--- config.mk ---
export PLATFORM = sky130hd
export DESIGN_NAME = fp_norm_seq
export DESIGN_NICKNAME = d
export VERILOG_FILES = /design/src/rtl/fp_norm_seq.sv
export SDC_FILE = /design/constraint.sdc
export NUM_CORES = 1
export LEC_CHECK = 0
export CAP_MARGIN = 10
export CORE_MARGIN = 3
export CORE_UTILIZATION = 47
export DETAILED_ROUTE_END_ITERATION = 10
export PLACE_DENSITY = 0.8
export SLEW_MARGIN = 20
export SYNTH_ARGS = -nofsm -noshare
export SYNTH_HDL_FRONTEND = slang
export SYNTH_SLANG_ARGS = --single-unit
--- constraint.sdc ---
create_clock -name clk -period 2.1 [get_ports clk]
set_clock_uncertainty 0.05 [all_clocks]
set_input_delay 0.525 -clock clk [delete_from_list [all_inputs] [get_ports clk]]
set_output_delay 0.525 -clock clk [all_outputs]
set_load 0.03 [all_outputs]
--- src/rtl/fp_norm_seq.sv ---
// Multi-cycle post-addition normaliser: turns a raw mantissa sum into a normalised
// mantissa and adjusted exponent, shifting left one bit per cycle, with zero/overflow/underflow flags.
module fp_norm_seq #(
  parameter int EXP_W = 8,
  parameter int MAN_W = 24
) (
  input  logic             clk,
  input  logic             rst,
  input  logic             in_valid,
  output logic             in_ready,
  input  logic [EXP_W-1:0] in_exponent,
  input  logic [MAN_W:0]   in_mantissa,
  output logic             out_valid,
  input  logic             out_ready,
  output logic [EXP_W-1:0] out_exponent,
  output logic [MAN_W-1:0] out_mantissa,
  output logic             out_zero,
  output logic             out_overflow,
  output logic             out_underflow
);

  typedef enum logic [1:0] {
    IDLE  = 2'b00,
    SHIFT = 2'b01,
    DONE  = 2'b10
  } state_t;

  localparam logic [EXP_W-1:0] EXP_ZERO = {EXP_W{1'b0}};
  localparam logic [EXP_W-1:0] EXP_ONE  = {{(EXP_W-1){1'b0}}, 1'b1};
  localparam logic [EXP_W-1:0] EXP_ONES = {EXP_W{1'b1}};
  // A carry with an exponent at or above this would produce the reserved all-ones exponent.
  localparam logic [EXP_W-1:0] EXP_OVF  = EXP_ONES - EXP_ONE;
  localparam logic [MAN_W-1:0] MAN_ZERO = {MAN_W{1'b0}};

  state_t           state_r;

  logic [EXP_W-1:0] ld_exp_s;
  logic [MAN_W-1:0] ld_mant_s;
  logic             ld_zero_s;
  logic             ld_ovf_s;
  logic             ld_unf_s;
  logic             ld_shift_s;

  logic [MAN_W-1:0] shl_mant_s;
  logic [EXP_W-1:0] dec_exp_s;
  logic             norm_hit_s;
  logic             exp_last_s;

  assign in_ready = (state_r == IDLE) && !rst;

  // Classify the incoming sum and compute the values loaded on accept.
  always_comb begin
    ld_exp_s   = in_exponent;
    ld_mant_s  = in_mantissa[MAN_W-1:0];
    ld_zero_s  = 1'b0;
    ld_ovf_s   = 1'b0;
    ld_unf_s   = 1'b0;
    ld_shift_s = 1'b0;
    if (in_mantissa == {(MAN_W+1){1'b0}}) begin
      ld_exp_s  = EXP_ZERO;
      ld_mant_s = MAN_ZERO;
      ld_zero_s = 1'b1;
    end else if (in_mantissa[MAN_W]) begin
      if (in_exponent >= EXP_OVF) begin
        ld_exp_s  = EXP_ONES;
        ld_mant_s = MAN_ZERO;
        ld_ovf_s  = 1'b1;
      end else begin
        // Carry-out: drop the LSB without rounding.
        ld_exp_s  = in_exponent + EXP_ONE;
        ld_mant_s = in_mantissa[MAN_W:1];
      end
    end else if (in_mantissa[MAN_W-1]) begin
      ld_shift_s = 1'b0;
    end else if (in_exponent == EXP_ZERO) begin
      ld_unf_s = 1'b1;
    end else begin
      ld_shift_s = 1'b1;
    end
  end

  // One left-normalisation step on the working registers.
  always_comb begin
    shl_mant_s = {out_mantissa[MAN_W-2:0], 1'b0};
    dec_exp_s  = out_exponent - EXP_ONE;
    norm_hit_s = out_mantissa[MAN_W-2];
    exp_last_s = (out_exponent == EXP_ONE);
  end

  // Control FSM; the result registers double as the shifting working state.
  always_ff @(posedge clk) begin
    if (rst) begin
      state_r       <= IDLE;
      out_valid     <= 1'b0;
      out_exponent  <= EXP_ZERO;
      out_mantissa  <= MAN_ZERO;
      out_zero      <= 1'b0;
      out_overflow  <= 1'b0;
      out_underflow <= 1'b0;
    end else begin
      case (state_r)
        IDLE: begin
          if (in_valid) begin
            out_exponent  <= ld_exp_s;
            out_mantissa  <= ld_mant_s;
            out_zero      <= ld_zero_s;
            out_overflow  <= ld_ovf_s;
            out_underflow <= ld_unf_s;
            out_valid     <= !ld_shift_s;
            state_r       <= ld_shift_s ? SHIFT : DONE;
          end else begin
            state_r <= IDLE;
          end
        end
        SHIFT: begin
          out_mantissa <= shl_mant_s;
          out_exponent <= dec_exp_s;
          if (norm_hit_s) begin
            out_valid <= 1'b1;
            state_r   <= DONE;
          end else if (exp_last_s) begin
            // Exponent reaches zero before the hidden bit arrives: leave denormal.
            out_underflow <= 1'b1;
            out_valid     <= 1'b1;
            state_r       <= DONE;
          end else begin
            state_r <= SHIFT;
          end
        end
        DONE: begin
          if (out_ready) begin
            out_valid <= 1'b0;
            state_r   <= IDLE;
          end else begin
            state_r <= DONE;
          end
        end
        default: begin
          out_valid <= 1'b0;
          state_r   <= IDLE;
        end
      endcase
    end
  end

endmodule

==> results.sh <==
export IMPL_hold_class="reg2reg"
export IMPL_drv_cap=0
export IMPL_drtPass1Iterations=6
export IMPL_grt_usage_pct=30.3
export IMPL_first_iter_violations=375
export IMPL_grt_pass1_vias=3194
export IMPL_dieHeight_um=78.4
export IMPL_hold_path_endpoint="out_overflow"
export IMPL_placement_io_buffers=73
export IMPL_synth_distinct_cells=55
export IMPL_power_density_nw_per_um2=653
export IMPL_slew_viol_final=0
export IMPL_cts_buffer_depth=2
export IMPL_rows=25
export IMPL_ys_warn_count=0
export IMPL_hold_ws_ns=0.402
export IMPL_antenna_found_initial=0
export IMPL_wirelength_um=9510
export IMPL_setup_viol=0
export IMPL_layout_common_cells="buf_4, clkdlybuf4s50_1, a21oi_1"
export IMPL_status="completed"
export IMPL_crit_path_max_fanout=6
export IMPL_period_needed_ns=2.07
export IMPL_p_total_uw=2540
export IMPL_yosysSeqAreaShare_pct=30.9
export IMPL_worstMarginPinSlew_ns=0.670
export IMPL_area_growth_syn_to_layout_pct=58.0
export IMPL_grt_max_degree=22
export IMPL_critPathKind="in2out"
export IMPL_ys_ff_latch=38
export IMPL_syn_nets=353
export IMPL_wl_per_cell_um=18.7
export IMPL_core_area_um2=4880
export IMPL_ios=74
export IMPL_rsz0062_at_grt="no"
export IMPL_worstPathRequired_ns=1.52
export IMPL_arrival_ns=1.49
export IMPL_viasPerCell=6.30
export IMPL_leakage_uw=0.00157
export IMPL_r2r_setup_slack_ns=0.19
export IMPL_initial_core_util_pct=50.5
export IMPL_layout_drive_gt1_share_pct=24.5
export IMPL_remaining_drc_errors=0
export IMPL_async_flop_share_pct=0
export IMPL_final_common_cell="buf_4"
export IMPL_synth_edf_count=0
export IMPL_ys_flop_type="dfxtp_1"
export IMPL_die_area_um2=6140
export IMPL_clockRootBuffer="clkbuf_8"
export IMPL_grt_pass1_wl_um=14900
export IMPL_placed_cell_area_um2=3690
export IMPL_max_freq_mhz=484
export IMPL_hold_viol_final=0
export IMPL_holdPathStages=2
export IMPL_worstHoldStart="out_overflow"
export IMPL_rr_endpoint="out_exponent[6]"
export IMPL_cp_start_kind="input pin"
export IMPL_routed_via_count=3192
export IMPL_dpl_hpwl_um=6470
export IMPL_r2r_start="out_exponent[1]"
export IMPL_clock_sinks=38
export IMPL_fill_cells=342
export IMPL_h_tree_depth=2
export IMPL_irDropWorstVdd_mv=0.349
export IMPL_n_antenna_cell=0
export IMPL_syn_area_um2=2460
export IMPL_cp_end_kind="output pin"
export IMPL_slew_headroom_pct=55.0
export IMPL_synth_area_per_cell_um2=7.92
export IMPL_cts_made_buffers=5
export IMPL_overflow=0
export IMPL_reg2reg_depth=7
export IMPL_synthCells=311
export IMPL_cts_hold_buf=0
export IMPL_final_area_um2=3890
export IMPL_final_nets=481
export IMPL_drtAntennaViolNets=0
export IMPL_fin_tns_setup_ns=0
export IMPL_path_clk_slew_ns=0.07
export IMPL_clock_latency_ns=0.30
export IMPL_tritoncts="yes"
export IMPL_place_congestion=0.962
export IMPL_die_w_um=78.4
export IMPL_period_share_pct=98.5
==> where the power goes <==
group          leakage [uW]  switching (uW)  internal, uW  total, uW
combinational       0.00120             556           466       1020
sequential         0.000314            96.0           803        899
clock             0.0000524             266           356        621
==> synth_stat cells, types with 4 or more instances <==
| cell type | instances | area (um2) |
|---|---|---|
| nor4_1 | 6 | 37.5 |
| inv_1 | 9 | 33.8 |
| o21ai_0 | 19 | 95.1 |
| nand3_1 | 5 | 25.0 |
| a211oi_1 | 4 | 30.0 |
| dfxtp_1 | 38 | 761 |
| nor2b_1 | 15 | 93.8 |
| mux2i_1 | 9 | 90.1 |
| nor3_1 | 25 | 125 |
| o22ai_2 | 7 | 87.6 |
| clkbuf_1 | 11 | 41.3 |
| a22oi_1 | 11 | 82.6 |
| o22ai_1 | 17 | 106 |
| buf_4 | 4 | 30.0 |
| nor2_1 | 16 | 60.1 |
| buf_2 | 5 | 25.0 |
| a21oi_1 | 45 | 225 |
| nand2_1 | 11 | 41.3 |
| ha_1 | 5 | 62.6 |
==> how the worst max path moves through the flow <==
stage | from | to | slack (ns) | depth (start not counted)
2_1_floorplan | in_exponent[0] | out_mantissa[2] | 0.18 | 7
3_3_place_gp | in_exponent[0] | out_mantissa[5] | -0.31 | 8
3_5_place_dp | in_exponent[0] | out_mantissa[3] | -0.38 | 8
4_1_cts | in_mantissa[4] | out_mantissa[15] | 0.01 | 7
5_1_grt | in_mantissa[11] | out_mantissa[20] | 0.01 | 7
6_report | rst | in_ready | 0.03 | 3
==> per-stage QoR <==
stage	utilization, %	worst slack (ns)	instances
3_3_place_gp	75.7	-0.306	497
5_1_grt	79.7	0.0139	507
6_report	79.7	0.0321	507
4_1_cts	78.9	0.0142	507
3_5_place_dp	75.7	-0.379	497
2_1_floorplan	-	0.179	311
==> layout make-up <==
class	instances	area [um2]	share of cell area, %
timing repair buffer	145	1290	33.1
inverter	10	37.5	0.965
multi-input combinational	239	1610	41.5
tap	67	83.8	2.16
sequential	38	761	19.6
clock buffer	7	76.3	1.96
clock inverter	1	30.0	0.772
==> metal layers <==
layer / vias up / routed length, um / GRT usage [%]
met5: - / 0 / 0
met3: 56 / 781 / 6.42
met4: 0 / 467 / 16.1
met2: 226 / 4560 / 52.4
li1: 1434 / - / -
met1: 1476 / 3690 / 34.8
==> worst max-delay path, stage by stage <==
cell	delay, ns
clkdlybuf4s50_1	0.58
nor3_2	0.20
buf_4	0.19
==> state kept, by name, summed over array words and instances, names as in the netlist <==
signal and count:
out_overflow 1, out_exponent 8, out_mantissa 24, state_r 2, out_valid 1, out_underflow 1, out_zero 1
==> repair_timing <==
item | in CTS | in global routing
pin swaps | 6 | 5
endpoints found under the setup margin | 24 | 25
gates resized for setup | 11 | 10
gates cloned | 0 | 0
buffers inserted | 2 | 0
==> kinds of logic after synthesis <==
family,count (synthesis),share of synthesized area (%)
AND/OR/NAND/NOR,99,22.9
flip-flops,38,30.9
AO/OA/AOI/OAI,123,32.6
XOR/XNOR,1,0.356
buffers and inverters,34,6.10
adder cells (fa/ha/maj),5,2.54
multiplexers,11,4.57
(Power assumes the default switching activity.)
